==> config.mk <==
export PLATFORM = sky130hd
export DESIGN_NAME = starting_memory_builder
export DESIGN_NICKNAME = d
export VERILOG_FILES = /design/src/rtl/startmem_pkg.sv /design/src/rtl/pearson_round.sv /design/src/rtl/starting_memory_builder.sv
export SDC_FILE = /design/constraint.sdc
export NUM_CORES = 1
export LEC_CHECK = 0
export ABC_AREA = 1
export CAP_MARGIN = 20
export CORE_MARGIN = 2
export CORE_UTILIZATION = 47
export CTS_CLUSTER_DIAMETER = 30
export DETAILED_ROUTE_END_ITERATION = 7
export GPL_TIMING_DRIVEN = 0
export PLACE_DENSITY_LB_ADDON = 0.3
export SLEW_MARGIN = 40
export SYNTH_ARGS = -nofsm -noshare
export SYNTH_HDL_FRONTEND = slang
export SYNTH_SLANG_ARGS = --single-unit
export TNS_END_PERCENT = 30
==> constraint.sdc <==
create_clock -name clk -period 4.1 [get_ports clk]
set_input_delay 0.41 -clock clk [delete_from_list [all_inputs] [get_ports clk]]
set_output_delay 0.41 -clock clk [all_outputs]
set_load 0.1 [all_outputs]
==> src/rtl/startmem_pkg.sv <==
// rtl/startmem_pkg.sv - shared types and constants for the starting memory builder
package startmem_pkg;

    typedef enum logic [1:0] {
        IDLE = 2'd0,
        HASH = 2'd1,
        DONE = 2'd2
    } state_t;

    // Field positions inside a record, counted in KEY_W-wide slots from the LSB
    localparam int PRIV_OFS  = 2;
    localparam int PUB_OFS   = 1;
    localparam int MONEY_OFS = 0;

    localparam int DEFAULT_INIT_MONEY = 100;

    function automatic int record_w(input int key_w);
        return 3 * key_w;
    endfunction

endpackage

==> src/rtl/pearson_round.sv <==
// rtl/pearson_round.sv - one combinational Pearson round over the shared random table
module pearson_round #(
    parameter int KEY_W         = 8,
    parameter int TABLE_ENTRIES = 36,
    parameter int RND_W         = 2
) (
    input  logic [KEY_W-1:0]               h,
    input  logic [KEY_W-1:0]               key,
    input  logic [RND_W-1:0]               rnd,
    input  logic [TABLE_ENTRIES*KEY_W-1:0] rand_table,
    output logic [KEY_W-1:0]               next_h
);

    logic [KEY_W-1:0] mix;
    logic [31:0]      idx;

    // The modulo runs in 32 bits so a table size equal to 2**KEY_W still works
    always_comb begin
        mix    = h ^ key ^ KEY_W'(rnd);
        idx    = 32'(mix) % 32'(TABLE_ENTRIES);
        next_h = '0;
        for (int i = 0; i < TABLE_ENTRIES; i++) begin
            if (idx == 32'(i)) begin
                next_h = rand_table[KEY_W*i +: KEY_W];
            end
        end
    end

endmodule

==> src/rtl/starting_memory_builder.sv <==
// rtl/starting_memory_builder.sv - builds the N-player {private, public, money} image; STARTMEM_CHECKSUM_EN adds mem_checksum
module starting_memory_builder
    import startmem_pkg::*;
#(
    parameter int N_PLAYERS     = 2,
    parameter int KEY_W         = 8,
    parameter int TABLE_ENTRIES = 36,
    parameter int ROUNDS        = 4,
    parameter int INIT_MONEY    = DEFAULT_INIT_MONEY
) (
    input  logic                           clk,
    input  logic                           reset_n,
    input  logic                           start,
    input  logic [N_PLAYERS*KEY_W-1:0]     private_keys,
    input  logic [TABLE_ENTRIES*KEY_W-1:0] random_table,
    output logic                           busy,
    output logic                           done,
    output logic                           mem_valid,
    output logic [N_PLAYERS*3*KEY_W-1:0]   starting_memory
`ifdef STARTMEM_CHECKSUM_EN
    ,
    output logic [KEY_W-1:0]               mem_checksum
`endif
);

    localparam int RECORD_W = record_w(KEY_W);
    localparam int PL_W     = (N_PLAYERS > 1) ? $clog2(N_PLAYERS) : 1;
    localparam int RND_W    = (ROUNDS > 1) ? $clog2(ROUNDS) : 1;
    localparam int IMG_W    = N_PLAYERS * RECORD_W;
    localparam logic [KEY_W-1:0] MONEY = KEY_W'(INIT_MONEY);

    state_t                         state;
    logic [PL_W-1:0]                player;
    logic [RND_W-1:0]               rnd;
    logic [KEY_W-1:0]               h;
    logic [N_PLAYERS*KEY_W-1:0]     keys_sh;
    logic [TABLE_ENTRIES*KEY_W-1:0] table_sh;
    logic [IMG_W-1:0]               build;
    logic [IMG_W-1:0]               build_next;
    logic [KEY_W-1:0]               key_cur;
    logic [KEY_W-1:0]               next_h;
    logic [RECORD_W-1:0]            record;
    logic                           last_round;
    logic                           last_player;

    assign last_round  = (rnd == RND_W'(ROUNDS - 1));
    assign last_player = (player == PL_W'(N_PLAYERS - 1));

    pearson_round #(
        .KEY_W         (KEY_W),
        .TABLE_ENTRIES (TABLE_ENTRIES),
        .RND_W         (RND_W)
    ) u_round (
        .h          (h),
        .key        (key_cur),
        .rnd        (rnd),
        .rand_table (table_sh),
        .next_h     (next_h)
    );

    // Player 0 sits in the MSBs of both the key bus and the image
    always_comb begin
        key_cur = '0;
        for (int p = 0; p < N_PLAYERS; p++) begin
            if (player == PL_W'(p)) begin
                key_cur = keys_sh[KEY_W*(N_PLAYERS-p)-1 -: KEY_W];
            end
        end
        record                             = '0;
        record[PRIV_OFS*KEY_W  +: KEY_W]   = key_cur;
        record[PUB_OFS*KEY_W   +: KEY_W]   = next_h;
        record[MONEY_OFS*KEY_W +: KEY_W]   = MONEY;
        build_next = build;
        for (int p = 0; p < N_PLAYERS; p++) begin
            if (player == PL_W'(p)) begin
                build_next[RECORD_W*(N_PLAYERS-p)-1 -: RECORD_W] = record;
            end
        end
    end

    always_ff @(posedge clk or negedge reset_n) begin
        if (!reset_n) begin
            state           <= IDLE;
            player          <= '0;
            rnd             <= '0;
            h               <= '0;
            keys_sh         <= '0;
            table_sh        <= '0;
            build           <= '0;
            starting_memory <= '0;
            busy            <= 1'b0;
            done            <= 1'b0;
            mem_valid       <= 1'b0;
        end else begin
            case (state)
                IDLE: begin
                    done <= 1'b0;
                    if (start) begin
                        keys_sh   <= private_keys;
                        table_sh  <= random_table;
                        player    <= '0;
                        rnd       <= '0;
                        h         <= '0;
                        mem_valid <= 1'b0;
                        busy      <= 1'b1;
                        state     <= HASH;
                    end
                end
                HASH: begin
                    if (!last_round) begin
                        rnd <= rnd + 1'b1;
                        h   <= next_h;
                    end else begin
                        build <= build_next;
                        rnd   <= '0;
                        h     <= '0;
                        if (last_player) begin
                            // The finished image becomes visible together with the done pulse
                            player          <= '0;
                            starting_memory <= build_next;
                            done            <= 1'b1;
                            mem_valid       <= 1'b1;
                            busy            <= 1'b0;
                            state           <= DONE;
                        end else begin
                            player <= player + 1'b1;
                        end
                    end
                end
                DONE: begin
                    done  <= 1'b0;
                    state <= IDLE;
                end
                default: begin
                    state <= IDLE;
                end
            endcase
        end
    end

`ifdef STARTMEM_CHECKSUM_EN
    logic [KEY_W-1:0] csum_acc;
    logic [KEY_W-1:0] csum_next;

    assign csum_next = csum_acc ^ key_cur ^ next_h ^ MONEY;

    always_ff @(posedge clk or negedge reset_n) begin
        if (!reset_n) begin
            csum_acc     <= '0;
            mem_checksum <= '0;
        end else if (state == IDLE && start) begin
            csum_acc <= '0;
        end else if (state == HASH && last_round) begin
            csum_acc <= csum_next;
            if (last_player) begin
                mem_checksum <= csum_next;
            end
        end
    end
`endif

endmodule

### After elaboration in Yosys (flattened, before gate mapping)

Cells that the tools add are included.

| storage, ports and cells | value |
|---|---|
| bits in registers | 416 |
| input port bits | 307 |
| output and inout port bits | 51 |
| word-level logic and storage cells | 131 |

| operators by class | value |
|---|---|
| reductions and logical operators | 13 |
| bitwise gates (word level) | 2 |
| $add $sub $neg | 2 |
| div/mod/pow operators | 1 |
| eq/ne operators | 41 |
| mux-type cells | 61 |

Operators by type and width:

| cell | count |
|---|---|
| $eq 32x5->1 const B | 16 |
| $mux 8 | 39 |
| $eq 32x4->1 const B | 8 |
| $eq 32x3->1 const B | 4 |
| $eq 32x6->1 const B | 4 |
| $eq 32x2->1 const B | 2 |
| $mux 24 | 2 |
| $eq 32x1->1 const B | 1 |
| $logic_not 32->1 | 1 |
| $mod 8x6->32 const B | 1 |
| $pmux 8 s2 | 1 |
| $reduce_and 3->1 | 4 |
| $mux 2 | 5 |
| $mux 1 | 8 |
| $pmux 1 s2 | 4 |
| $pmux 2 s2 | 2 |
| $xor 8x2->8 | 1 |
| $xor 8x8->8 | 1 |
| $ne 2x2->1 const B | 3 |
| $reduce_and 2->1 | 3 |
| $eq 2x2->1 const B | 2 |
| $reduce_and 4->1 | 1 |
| $reduce_bool 2->1 | 2 |
| $add 2x1->2 const B | 1 |
| 4 further kinds | 4 |

### Logic depth before layout (Yosys ltp)

| depth | value |
|---|---|
| depth after elaboration | 43 |
| gate-level depth with buffers | 48 |
| depth with buffers taken out | 47 |

### Modules after synthesis

A second synthesis with hierarchy kept.

| second synthesis, totals | value |
|---|---|
| cell total of the unflattened synthesis | 2432 |
| area total of the unflattened synthesis | 18681.7 µm² |

By module, submodules not included:

| module | cells an instance | seq. area each (µm²) | area an instance (µm²) | instances |
|---|---|---|---|---|
| starting_memory_builder | 1627 | 9809.4 | 15064.4 | 1 |
| pearson_round | 805 | 0.0 | 3617.2 | 1 |

### Worst setup path before layout

Ideal clock, no wire load.

| path | value |
|---|---|
| path kind | register -> register |
| from | register player (netlist: last_player) |
| to | register build[37] |
| setup time | 0.129 ns |
| arrival time | 3.861 ns |
| clock period less this slack | 3.991 ns |
| required time | 3.971 ns |
| buffers on the path | 1 |
| path slack | 0.109 ns |
| cell stages (with the launch flop) | 45 |
| cells stage by stage | dfrtp_1 -> inv_2 -> nand2_2 -> nand2_1 -> nand2_1 -> nand2_2 -> nand3_4 -> ha_1 -> inv_1 -> nand2_2 -> nand2_4 -> nand2_1 -> inv_2 -> nand2_1 -> nand2_1 -> nand2_1 -> nand2_2 -> nand2_4 -> [9 not listed] -> nand2_1 -> nand3_1 -> nand2_1 -> nand3_1 -> nand2_1 -> nand4_1 -> nand2_1 -> nand4_1 -> nand2_1 -> nand3_1 -> nand2_1 -> nand4_1 -> nor2_1 -> nand3_1 -> nand2_1 -> nand4_2 -> nand2_1 -> o21ai_1 |

| between the ends | value |
|---|---|
| word-level cells in the longest chain between the ends | 42 |
| elaborated cells on any way between the ends | 77 |
| those cells by class | div: 1; eq/ne: 35; mux: 38; bitwise: 2; reduce/logical: 1 |

RTL lines:

| what | RTL line | RTL |
|---|---|---|
| start: declaration | starting_memory_builder.sv:33 | `logic [PL_W-1:0] player;` |
| start signal: assignment | starting_memory_builder.sv:126 | `player <= player + 1'b1;` |
| $mux 8 | starting_memory_builder.sv:65 | `if (player == PL_W'(p)) begin` |
| $xor 8x8->8 | pearson_round.sv:19 | `mix = h ^ key ^ KEY_W'(rnd);` |
| $xor 8x2->8 | pearson_round.sv:19 |  |
| $mod 8x6->32 | pearson_round.sv:20 | `idx = 32'(mix) % 32'(TABLE_ENTRIES);` |
| $logic_not 32->1 | pearson_round.sv:23 | `if (idx == 32'(i)) begin` |
| $mux 8 (36 in a row) | pearson_round.sv:23 |  |
| $mux 24 (*) | starting_memory_builder.sv:75 | `if (player == PL_W'(p)) begin` |
| end signal: assignment | starting_memory_builder.sv:114 | `build <= build_next;` |
| end: declaration | starting_memory_builder.sv:38 | `logic [IMG_W-1:0] build;` |

Mark *: on every way between the ends. The rest lies on a longest branch, timed or not.
A chain may end at the register's enable or synchronous reset.

### Worst setup path after layout

| path | value |
|---|---|
| from | register player (netlist: last_player) |
| to | register build[32] |

The elaborated chain is that of the path after synthesis.

==> flow_summary.json <==
{
  "status": "complete, but fails checks",
  "violations": "setup timing",
  "ff2ff_setup_slack_ns": -1.19,
  "clkSlewWorstSetupHoldPaths_ns": 0.05,
  "cap_violations": 0,
  "h-tree-depth": 3,
  "clock_sinks": 392,
  "antenna_found_initial": 4,
  "synth_area_leaders": "dfrtp_1, nand2_1, o21ai_0, inv_1, nor2_1",
  "critical_path.top_delay_family": "simple AND/OR/NAND/NOR gates",
  "cts-root-buf": "clkbuf_16",
  "fin_ws_ns": -1.19,
  "min_period_over_period_pct": 129,
  "drtIter0Drc": 1440,
  "synth_seq_cells": 392,
  "ys_types": 41,
  "min_path_type": "primary input to asynchronous set/reset pin",
  "max_freq_ghz": 0.189,
  "yosys.area.top_type": "dfrtp_1",
  "grtUsageTotal_pct": 29.9,
  "num_rows": 71,
  "met1_usage_pct": 39.7,
  "busiest_layer": "met2",
  "skew_ns": 0.0222,
  "die_area_um2": 39700,
  "met2_usage_pct": 47.9,
  "routabilityCongestion": 0.942,
  "rsz0062_at_grt": "true",
  "core_um2": 37600,
  "crit_path_max_fanout": 10,
  "ant_nets": 0,
  "start_util_pct": 47.7,
  "period_minus_slack_ns": 5.29,
  "cts_buffers": 77,
  "synth_top_cell_area_share_pct": 54.8,
  "portBuffers": 357,
  "nNetsFinal": 3099,
  "syn_inst": 2301,
  "pin_count": 358,
  "syn-num-nets": 2610,
  "vias_per_cell": 5.19,
  "syn_to_final_growth_pct": 44.6,
  "gr-usage-met3_pct": 5.27,
  "seq_area_frac_synth_pct": 54.8,
  "async_reset_ff_share_pct": 100,
  "arrival_ns": 5.77,
  "wire_per_inst_um": 17.7,
  "worst_path_max_delay_cell": "dfrtp_2",
  "cp-end-kind": "flip-flop",
  "setup_violations": 24,
  "die_x_um": 199,
  "grt_pass1_wl_um": 91200,
  "drive_gt1_share_pct": 14.4,
  "vias": 17466,
  "overflow": 0,
  "cts_tree": "yes",
  "dpl.cell_count": 3174,
  "drv_slew": 0,
  "grt_pass1_vias": 17530,
  "grt_max_degree": 78,
  "drt-total-wl_um": 59600,
  "stdcell_area_um2": 25900,
  "final_cells": 3368,
  "yosysWarnings": 0,
  "place_area_um2": 22000,
  "syn_area_per_cell_um2": 7.79,
  "cts.path.max_buffers": 3,
  "cpPeakStageDelay_ns": 0.44,
  "worst_pin_slew_ns": 0.831,
  "crit_required_ns": 4.58,
  "place_hpwl_um": 41900,
  "synth_edf_count": 0,
  "crit_buf_inv": 7,
  "yosysMostFrequentCell": "nand2_1",
  "slew_headroom_pct": 44.4,
  "finalHoldViolCount": 0,
  "crit_type": "flip-flop to flip-flop",
  "whs_ns": 0.259,
  "drt_pre_antenna_iters": 6,
  "synth_top_flop_cell": "dfrtp_1",
  "syn-cell-area_um2": 17900,
  "startpoint_type": "flip-flop",
  "pre_cts_ws_ns": -1.42,
  "die_h_um": 199,
  "synth_commonest_cells": "nand2_1, dfrtp_1, inv_1, o21ai_0, nor2_1",
  "clock_latency_ns": 0.60,
  "drc_errors": 0
}
## worst paths after layout
| check | from | to | cells past startpoint |
|---|---|---|---|
| min reg2reg | build[30]$_DFFE_PN0P_ | build[30]$_DFFE_PN0P_ | 2 |
| min in group clk | random_table[78] | table_sh[78]$_DFFE_PN0P_ | 3 |
| min | reset_n | starting_memory[3]$_DFFE_PN0P_ | 2 |
| max reg2reg | last_player$_DFFE_PN0P_ | build[32]$_DFFE_PN0P_ | 43 |
| max in group asynchronous | reset_n | table_sh[73]$_DFFE_PN0P_ | 5 |
| max | last_player$_DFFE_PN0P_ | build[32]$_DFFE_PN0P_ | 43 |
## registers in the layout, summed over array words and instances, names as in the netlist
name	flops
keys_sh	16
busy	1
h	8
done	1
last_player	1
starting_memory	48
table_sh	288
mem_valid	1
build	24
rnd	2
state	2
## logic make-up after synthesis
family	Yosys count	share of synthesized area, %
AO/OA/AOI/OAI	183	5.28
flip-flops	392	54.8
buffers and inverters	257	5.63
AND/OR/NAND/NOR	1460	33.8
adder cells (fa/ha/maj)	2	0.140
XOR/XNOR	7	0.342
## timing repair
item                                    in CTS  in global routing
pin swaps                                   41                 56
hold buffers                                 1                  0
hold endpoints to repair                    28                  0
gates resized for setup                     58                 71
endpoints found under the setup margin      24                 24
buffers inserted                            29                 19
## per-layer routing
metal,wire [µm],vias to the layer above
met1,24300,8345
li1,-,8155
met4,2180,0
met2,28300,822
met5,0,-
met3,4790,144
## cell usage in the layout, fill, tap and decap left out, drive strengths merged
cell	count
nor3	11
buf	113
inv	165
diode	4
nand3	71
a22o	1
xnor2	1
bufinv	17
a21oi	52
nand2	1192
ha	2
nand4	59
dfrtp	392
a21o	1
o22ai	1
nor2	122
o21ai	126
nand3b	1
or2	3
a31oi	1
xor2	6
dlygate4sd3	1
clkdlybuf4s50	305
o31ai	1
clkbuf	183
clkinv	19
and3	1
clkinvlp	6
## layout make-up
class / count / area [µm²]
fillers: 2906 / 11700
flip-flops and latches: 392 / 9810
multi-input cells: 1652 / 7600
repair buffers: 410 / 3870
clock buffers: 98 / 2140
clock inverters: 44 / 812
well taps: 511 / 639
inverters: 163 / 626
plain buffers: 94 / 402
diodes: 4 / 10.0
## per-stage QoR
step / util (%) / TNS [ns]
floorplan: - / 0
CTS: 67.7 / -22.96
detailed placement: 58.6 / -30.15
finish: 68.9 / -25.35
global placement: 58.9 / -5500.06
global route: 68.9 / -32.17
## worst register-to-register path, delay by kind of cell (launching register included)
family	cells	cell delay, ns
AOI/OAI and AO/OA	2	0.18
adders and majority gates	1	0.27
buffers and inverters	7	0.83
DFF	1	0.44
and+or+nand+nor	33	3.49
Power is not shown: default switching activity piles up to over one toggle a cycle in this logic, so the estimate is an artifact.
